## src/rtl/nexys_btn_pkg.sv

```systemverilog
// Shared constants for the Nexys pushbutton conditioner: button indices,
// last_dir codes, per-button FSM states and the step-to-direction encoder.
package nexys_btn_pkg;

  localparam int NUM_BTN = 5;

  localparam int BTN_C = 0;
  localparam int BTN_U = 1;
  localparam int BTN_D = 2;
  localparam int BTN_L = 3;
  localparam int BTN_R = 4;

  localparam logic [2:0] DIR_NONE = 3'd0;
  localparam logic [2:0] DIR_C    = 3'd1;
  localparam logic [2:0] DIR_U    = 3'd2;
  localparam logic [2:0] DIR_D    = 3'd3;
  localparam logic [2:0] DIR_L    = 3'd4;
  localparam logic [2:0] DIR_R    = 3'd5;

  typedef enum logic [1:0] {
    ST_IDLE   = 2'd0,
    ST_HOLD   = 2'd1,
    ST_REPEAT = 2'd2
  } btn_state_t;

  // Lowest-index asserted step wins, so later assignments override earlier ones.
  function automatic logic [2:0] step_to_dir(input logic [NUM_BTN-1:0] step);
    logic [2:0] dir;
    dir = DIR_NONE;
    if (step[BTN_R]) dir = DIR_R;
    if (step[BTN_L]) dir = DIR_L;
    if (step[BTN_D]) dir = DIR_D;
    if (step[BTN_U]) dir = DIR_U;
    if (step[BTN_C]) dir = DIR_C;
    return dir;
  endfunction

endpackage

```

## src/rtl/btn_debounce_fsm.sv

```systemverilog
// One pushbutton: 2-flop synchronizer, debounce counter, and the
// IDLE/HOLD/REPEAT step generator with its auto-repeat counter.
//
// state     | meaning
// ST_IDLE   | debounced level low, waiting for a press
// ST_HOLD   | press stepped, counting down the initial repeat delay
// ST_REPEAT | auto-repeating every REPEAT_RATE cycles while held
module btn_debounce_fsm
  import nexys_btn_pkg::*;
#(
  parameter int DEBOUNCE_CYCLES = 1_000_000,
  parameter int REPEAT_DELAY    = 50_000_000,
  parameter int REPEAT_RATE     = 10_000_000
) (
  input  logic clk,
  input  logic rst,
  input  logic btn_raw,
  output logic level,
  output logic step
);

  localparam int DB_W    = $clog2(DEBOUNCE_CYCLES) + 1;
  localparam int RPT_MAX = (REPEAT_DELAY > REPEAT_RATE) ? REPEAT_DELAY : REPEAT_RATE;
  localparam int RPT_W   = $clog2(RPT_MAX) + 1;
  localparam bit REPEAT_EN = (REPEAT_DELAY > 0);

  localparam logic [DB_W-1:0]  DB_LAST    = DB_W'(DEBOUNCE_CYCLES - 1);
  localparam logic [RPT_W-1:0] DELAY_LOAD = RPT_W'((REPEAT_DELAY > 0) ? REPEAT_DELAY - 1 : 0);
  localparam logic [RPT_W-1:0] RATE_LOAD  = RPT_W'(REPEAT_RATE - 1);

  logic             sync_q1;
  logic             sync_q2;
  logic [DB_W-1:0]  db_cnt;
  logic [RPT_W-1:0] rpt_cnt;
  logic [RPT_W-1:0] rpt_cnt_nxt;
  logic             step_nxt;
  btn_state_t       state;
  btn_state_t       state_nxt;

  always_ff @(posedge clk or posedge rst) begin
    if (rst) begin
      sync_q1 <= 1'b0;
      sync_q2 <= 1'b0;
    end else begin
      sync_q1 <= btn_raw;
      sync_q2 <= sync_q1;
    end
  end

  // Any agreeing sample restarts the run; the level flips on the run's last sample.
  always_ff @(posedge clk or posedge rst) begin
    if (rst) begin
      db_cnt <= '0;
      level  <= 1'b0;
    end else if (sync_q2 == level) begin
      db_cnt <= '0;
    end else if (db_cnt == DB_LAST) begin
      db_cnt <= '0;
      level  <= ~level;
    end else begin
      db_cnt <= db_cnt + DB_W'(1);
    end
  end

  always_ff @(posedge clk or posedge rst) begin
    if (rst) begin
      state   <= ST_IDLE;
      rpt_cnt <= '0;
      step    <= 1'b0;
    end else begin
      state   <= state_nxt;
      rpt_cnt <= rpt_cnt_nxt;
      step    <= step_nxt;
    end
  end

  always_comb begin
    state_nxt   = state;
    rpt_cnt_nxt = rpt_cnt;
    step_nxt    = 1'b0;
    if (!level) begin
      state_nxt = ST_IDLE;
    end else begin
      case (state)
        ST_IDLE: begin
          step_nxt    = 1'b1;
          state_nxt   = ST_HOLD;
          rpt_cnt_nxt = DELAY_LOAD;
        end
        ST_HOLD, ST_REPEAT: begin
          // With auto-repeat disabled the counter stays frozen in HOLD.
          if (REPEAT_EN) begin
            if (rpt_cnt == '0) begin
              step_nxt    = 1'b1;
              state_nxt   = ST_REPEAT;
              rpt_cnt_nxt = RATE_LOAD;
            end else begin
              rpt_cnt_nxt = rpt_cnt - RPT_W'(1);
            end
          end
        end
        default: state_nxt = ST_IDLE;
      endcase
    end
  end

endmodule

```

## src/rtl/button_conditioner.sv

```systemverilog
// Five independent debounced/auto-repeating pushbuttons plus a register
// remembering the direction of the most recent step.
module button_conditioner
  import nexys_btn_pkg::*;
#(
  parameter int DEBOUNCE_CYCLES = 1_000_000,
  parameter int REPEAT_DELAY    = 50_000_000,
  parameter int REPEAT_RATE     = 10_000_000
) (
  input  logic                 clk,
  input  logic                 rst,
  input  logic [NUM_BTN-1:0]   btn_in,
  output logic [NUM_BTN-1:0]   btn_level,
  output logic [NUM_BTN-1:0]   btn_step,
  output logic [2:0]           last_dir
);

  for (genvar i = 0; i < NUM_BTN; i++) begin : gen_btn
    btn_debounce_fsm #(
      .DEBOUNCE_CYCLES (DEBOUNCE_CYCLES),
      .REPEAT_DELAY    (REPEAT_DELAY),
      .REPEAT_RATE     (REPEAT_RATE)
    ) u_btn (
      .clk     (clk),
      .rst     (rst),
      .btn_raw (btn_in[i]),
      .level   (btn_level[i]),
      .step    (btn_step[i])
    );
  end

  always_ff @(posedge clk or posedge rst) begin
    if (rst) begin
      last_dir <= DIR_NONE;
    end else if (|btn_step) begin
      last_dir <= step_to_dir(btn_step);
    end
  end

endmodule

```

## config.mk

```make
export PLATFORM = sky130hd
export DESIGN_NAME = button_conditioner
export DESIGN_NICKNAME = d
export VERILOG_FILES = /design/src/rtl/nexys_btn_pkg.sv /design/src/rtl/btn_debounce_fsm.sv /design/src/rtl/button_conditioner.sv
export SDC_FILE = /design/constraint.sdc
export NUM_CORES = 1
export LEC_CHECK = 0
export ABC_AREA = 1
export BUFFER_PORTS_ARGS = -buffer_cell sky130_fd_sc_hd__buf_2
export CAP_MARGIN = 20
export CORE_UTILIZATION = 30
export CTS_CLUSTER_SIZE = 24
export DETAILED_ROUTE_END_ITERATION = 8
export PLACE_DENSITY = 0.48
export SETUP_SLACK_MARGIN = 0.3
export SKIP_CTS_REPAIR_TIMING = 1
export SYNTH_ARGS = -nofsm -noshare
export SYNTH_HDL_FRONTEND = slang
export SYNTH_SLANG_ARGS = --single-unit
export TNS_END_PERCENT = 100
```

## constraint.sdc

```tcl
create_clock -name clk -period 8 [get_ports clk]
set_input_delay 0.8 -clock clk [delete_from_list [all_inputs] [get_ports clk]]
set_output_delay 0.8 -clock clk [all_outputs]
set_load 0.1 [all_outputs]
```

Word level (Yosys, flattened, before mapping):

Cells that the tools add are included.

* input bits: 7
* latch bits: 0
* memory bits (read-only): 0
* flip-flop bits (word level): 273
* memory bits (writable): 0
* output and inout bits: 13
* memories: 0

* mux-type cells: 55
* add/subtract/negate cells: 10
* bitwise logic cells: 10
* equal/unequal tests: 25
* divide/modulo/power cells: 0
* multipliers: 0
* reduce and logical (&&, ||, !) cells: 31
* shifts and indexed selects: 0
* $lt $le $gt $ge: 0

Operator list (number)
* 27-bit case mux with 2 select lines: 5
* 21-bit 2-to-1 mux: 10
* 27-bit logical NOT: 5
* 27-bit 2-to-1 mux: 5
* 27-bit by 1-bit subtractor with 27-bit output (second input constant): 5
* 21-bit by 1-bit adder with 21-bit output (second input constant): 5
* 21-bit by 20-bit == test with 1-bit output (second input constant): 5
* 2-bit 2-to-1 mux: 10
* 2-bit case mux with 2 select lines: 5
* 2-bit AND reduction: 10
* 3-bit 2-to-1 mux: 5
* 3-bit != test (second input constant): 5
* 2-bit by 1-bit == test with 1-bit output (second input constant): 5
* 2-bit == test (second input constant): 5
* 2-bit logical NOT: 5
* 1-bit 2-to-1 mux: 10
* 1-bit inverter: 10
* 1-bit case mux with 2 select lines: 5
* 2-bit nonzero test: 5
* 2-bit OR reduction: 5
* 1-bit == test: 5
* 5-bit OR reduction: 1

Depth between registers and ports, before layout:

* depth after elaboration: 5
* gate-level depth with buffers: 12
* depth with buffers taken out: 12

Modules after synthesis:

From an unflattened synthesis, not the netlist that was laid out.

* cell total of the unflattened synthesis: 2431
* area, all modules: 17448.0 um2

Modules (own cells, without submodules)
* btn_debounce_fsm (gen_btn[1].u_btn ...): instances 3, area each 3467.1 um2, cells an instance 483
* btn_debounce_fsm (gen_btn[0].u_btn): instances 1, area each 3453.3 um2, cells an instance 488
* btn_debounce_fsm (gen_btn[4].u_btn): instances 1, area each 3442.1 um2, cells an instance 474
* button_conditioner: instances 1, area each 151.4 um2, cells an instance 20

Worst setup path after synthesis:

No wires, ideal clock.

* kind: register to output
* start point: register last_dir[2]
* end point: output port last_dir[2]
* slack: 6.302 ns
* data arrival time: 0.898 ns
* stages on the path, launching flop included: 1
* cells stage by stage: dfrtp_1

RTL lines
* start: declaration: line button_conditioner.sv:15 `output logic [2:0] last_dir`
* start signal: assignment: line button_conditioner.sv:36 `last_dir <= step_to_dir(btn_step);`

No word-level cell between the ends.

Worst setup path after layout:

* start point: register gen_btn[4].u_btn.step
* end point: output port btn_step[4]

RTL lines
* start: declaration: line btn_debounce_fsm.sv:19 `output logic step`
* start signal: assignment: line btn_debounce_fsm.sv:73 `step <= step_nxt;`
* end: declaration: line button_conditioner.sv:14 `output logic [NUM_BTN-1:0] btn_step,`

No word-level cell between the ends.

==> results.sh <==
export IMPL_ys_types=45
export IMPL_setup_tns_ns=0
export IMPL_cp_start_kind="register"
export IMPL_rows=84
export IMPL_drt_iter0_markers=860
export IMPL_synth_warning_count=0
export IMPL_p_int_uw=2340
export IMPL_clockBufferDepth=3
export IMPL_cp_slowest_cell="dfrtp_1"
export IMPL_ys_ff_latch=273
export IMPL_fmax_mhz=426
export IMPL_drc=0
export IMPL_p_sw_share_pct=22.8
export IMPL_nets=2260
export IMPL_drv_slew=0
export IMPL_worstMarginPinSlew_ns=0.900
export IMPL_syn_nets=2228
export IMPL_cts_sinks=273
export IMPL_io_pins=20
export IMPL_finalSetupViolCount=0
export IMPL_fin_crit_sh_pct=29.3
export IMPL_antenna_found_initial=0
export IMPL_dpl_cell_area_mm2=0.0170
export IMPL_die_area_mm2=0.0550
export IMPL_crit_fanout=4
export IMPL_path_cells="buf_2"
export IMPL_leakage_uw=0.00911
export IMPL_die_width_um=235
export IMPL_syn_inst=2196
export IMPL_drt_antenna_violating_nets=0
export IMPL_yosysTopAreaCell="dfrtp_1"
export IMPL_cts_tree="done"
export IMPL_max_stage_delay_ns=0.52
export IMPL_start_util_pct=30.6
export IMPL_critPathCaptureType="output pin"
export IMPL_critPathBufInv=1
export IMPL_grt_overflow=0
export IMPL_port_buffers=19
export IMPL_status="finished clean"
export IMPL_fin_skew_ns=0.0116
export IMPL_multiInputGateArea_mm2=0.00803
export IMPL_final_area_mm2=0.0182
export IMPL_num_vias=13600
export IMPL_power_frac_clock_pct=52.0
export IMPL_dpl_hpwl_mm=27.2
export IMPL_cts_buffers=37
export IMPL_synth_area_top_cells="dfrtp_1, nand2_1, nor2_1, inv_1, nand3_1"
export IMPL_syn_to_final_growth_pct=12.1
export IMPL_antennaDiodeCount=0
export IMPL_path_delay_family="flip-flops"
export IMPL_wirelength_mm=38.4
export IMPL_grt_pass1_vias=13400
export IMPL_grtUsageTotal_pct=14.7
export IMPL_drv_cap=0
export IMPL_period_minus_slack_ns=2.35
export IMPL_vdd_drop_max_mv=0.103
export IMPL_synth_cell_area_mm2=0.0162
export IMPL_avgSynthCellArea_um2=7.39
export IMPL_cp_required_ns=7.20
export IMPL_grt_max_degree=157
export IMPL_synth_top_area_share_pct=42.1
export IMPL_gp_congestion=0.843
export IMPL_grt_pass1_wl_mm=66.3
export IMPL_viasPerCell=4.62
export IMPL_firstDrtPassIters=5
export IMPL_routedWlPerCell_um=13.1
export IMPL_power_switching_uw=691
export IMPL_slew_headroom_pct=40.0
export IMPL_die_h_um=235
export IMPL_htreeDepth=2
export IMPL_grt_setup_unrepaired="no"
export IMPL_ys_seq_area_share_pct=42.1
export IMPL_cts_root_buffer="clkbuf_16"
export IMPL_seqCellArea_mm2=0.00683
export IMPL_power_frac_comb_pct=1.9
export IMPL_worst_ep_arrival_time_ns=1.55
export IMPL_crit_type="reg -> out"
export IMPL_sequentialPowerShare_pct=46.1
export IMPL_final_hold_viol_count=0
export IMPL_clk_latency_ns=0.54
export IMPL_coreArea_mm2=0.0530
export IMPL_clkTransAtPathRegs_ns=0.06
export IMPL_pwr_density_cell_mw_per_mm2=167
export IMPL_holdWs_ns=0.343
export IMPL_drive_gt1_share_pct=10.4
export IMPL_nFillCells=5691
export IMPL_hold_class="reg -> reg"
==> cell usage in the layout, fill, tap and decap left out, drive strengths merged, types with 2 or more instances in the layout <==
master	instances
a211oi	9
a21oi	61
a31oi	5
buf	22
clkbuf	51
clkinv	9
clkinvlp	3
dfrtp	273
ha	25
inv	313
nand2	463
nand3	186
nand3b	17
nand4	53
nor2	483
nor3	103
nor3b	4
nor4	4
o211ai	5
o21ai	63
o21bai	2
or2	10
xnor2	15
xor2	70
==> Yosys cell counts <==
library cell / instances
nand2_1: 439
nor2_1: 419
inv_1: 297
dfrtp_1: 273
nand3_1: 165
nor3_1: 90
xor2_1: 69
a21oi_1: 60
o21ai_0: 59
nand4_1: 51
nor2_2: 48
ha_1: 25
nand3_2: 20
inv_2: 16
nand3b_1: 16
xnor2_1: 15
nand2_2: 14
nor2_4: 14
buf_4: 11
nor3_2: 11
nand2_4: 10
a211oi_1: 9
or2_2: 9
buf_2: 8
a31oi_1: 5
clkbuf_1: 5
buf_6: 4
nor3b_1: 4
nor4_1: 4
o211ai_1: 4
o21ai_1: 4
nand4_2: 2
nor2_8: 2
nor3_4: 2
o21bai_1: 2
a21boi_0: 1
a21oi_4: 1
a22oi_1: 1
a2bb2oi_1: 1
buf_1: 1
nand3_4: 1
nand3b_2: 1
o211ai_2: 1
or2_1: 1
xor2_2: 1
==> cell type report <==
class                   instances  share of cell area (%)
clock buffers                  51                    5.93
multi-input cells            1581                    44.1
clock inverters                12                   0.399
well taps                     688                    4.74
repair buffers                 22                   0.716
flip-flops and latches        273                    37.6
inverters                     313                    6.48
==> layer usage <==
layer	share of wire [%]	up-vias	track usage [%]
met5	0	-	0
met4	2.4	0	4.90
met3	3.5	53	2.17
met2	44	163	23.4
met1	50	6344	20.2
li1	-	7025	-
==> logic make-up (layout without fill, tap and decap cells) <==
logic type | count (synthesis) | in the layout | synth area share (%)
and+or+nand+nor | 1323 | 1323 | 37.9
buffers and inverters | 342 | 398 | 8.41
DFF | 273 | 273 | 42.1
AOI/OAI and AO/OA | 148 | 148 | 5.01
xor gates and xnor gates | 85 | 85 | 4.64
adders and majority gates | 25 | 25 | 1.93
==> power by group through the flow <==
stage / Combinational, uW / Clock (uW) / Sequential (uW)
after detailed placement: 62.8 / 0 / 1420
after CTS: 62.8 / 1640 / 1400
after global placement: 62.4 / 0 / 1420
after global routing: 70.5 / 1690 / 1400
after floorplan: 42.4 / 0 / 1420
final: 58.1 / 1580 / 1400
==> registers in the layout (all words and copies together) (netlist names) <==
name,flops
gen_btn.u_btn.db_cnt,105
gen_btn.u_btn.level,5
gen_btn.u_btn.rpt_cnt,135
gen_btn.u_btn.state,10
gen_btn.u_btn.step,5
gen_btn.u_btn.sync_q1,5
gen_btn.u_btn.sync_q2,5
last_dir,3
==> per-stage QoR <==
stage	cells	total power, uW	setup slack (ns)	utilization, %
after floorplan	2196	1460	3.59	-
after global placement	2877	1480	5.47	32.1
after detailed placement	2877	1490	5.46	32.1
after CTS	2940	3110	5.61	34.3
after global routing	2940	3160	5.58	34.3
final	2940	3030	5.65	34.3
==> final timing paths <==
check,start,end,slack (ns),cells past startpoint
setup / recovery,gen_btn[4].u_btn.step,btn_step[4],5.65,1
hold / removal,gen_btn[1].u_btn.sync_q1,gen_btn[1].u_btn.sync_q2,0.34,0
setup reg to reg,gen_btn[2].u_btn.state[0],gen_btn[2].u_btn.rpt_cnt[0],5.75,7
hold reg to reg,gen_btn[1].u_btn.sync_q1,gen_btn[1].u_btn.sync_q2,0.34,0
max in group asynchronous,rst,gen_btn[1].u_btn.rpt_cnt[22],6.17,4
min in group asynchronous,rst,gen_btn[3].u_btn.sync_q1,0.47,3
(Power assumes the default switching activity.)
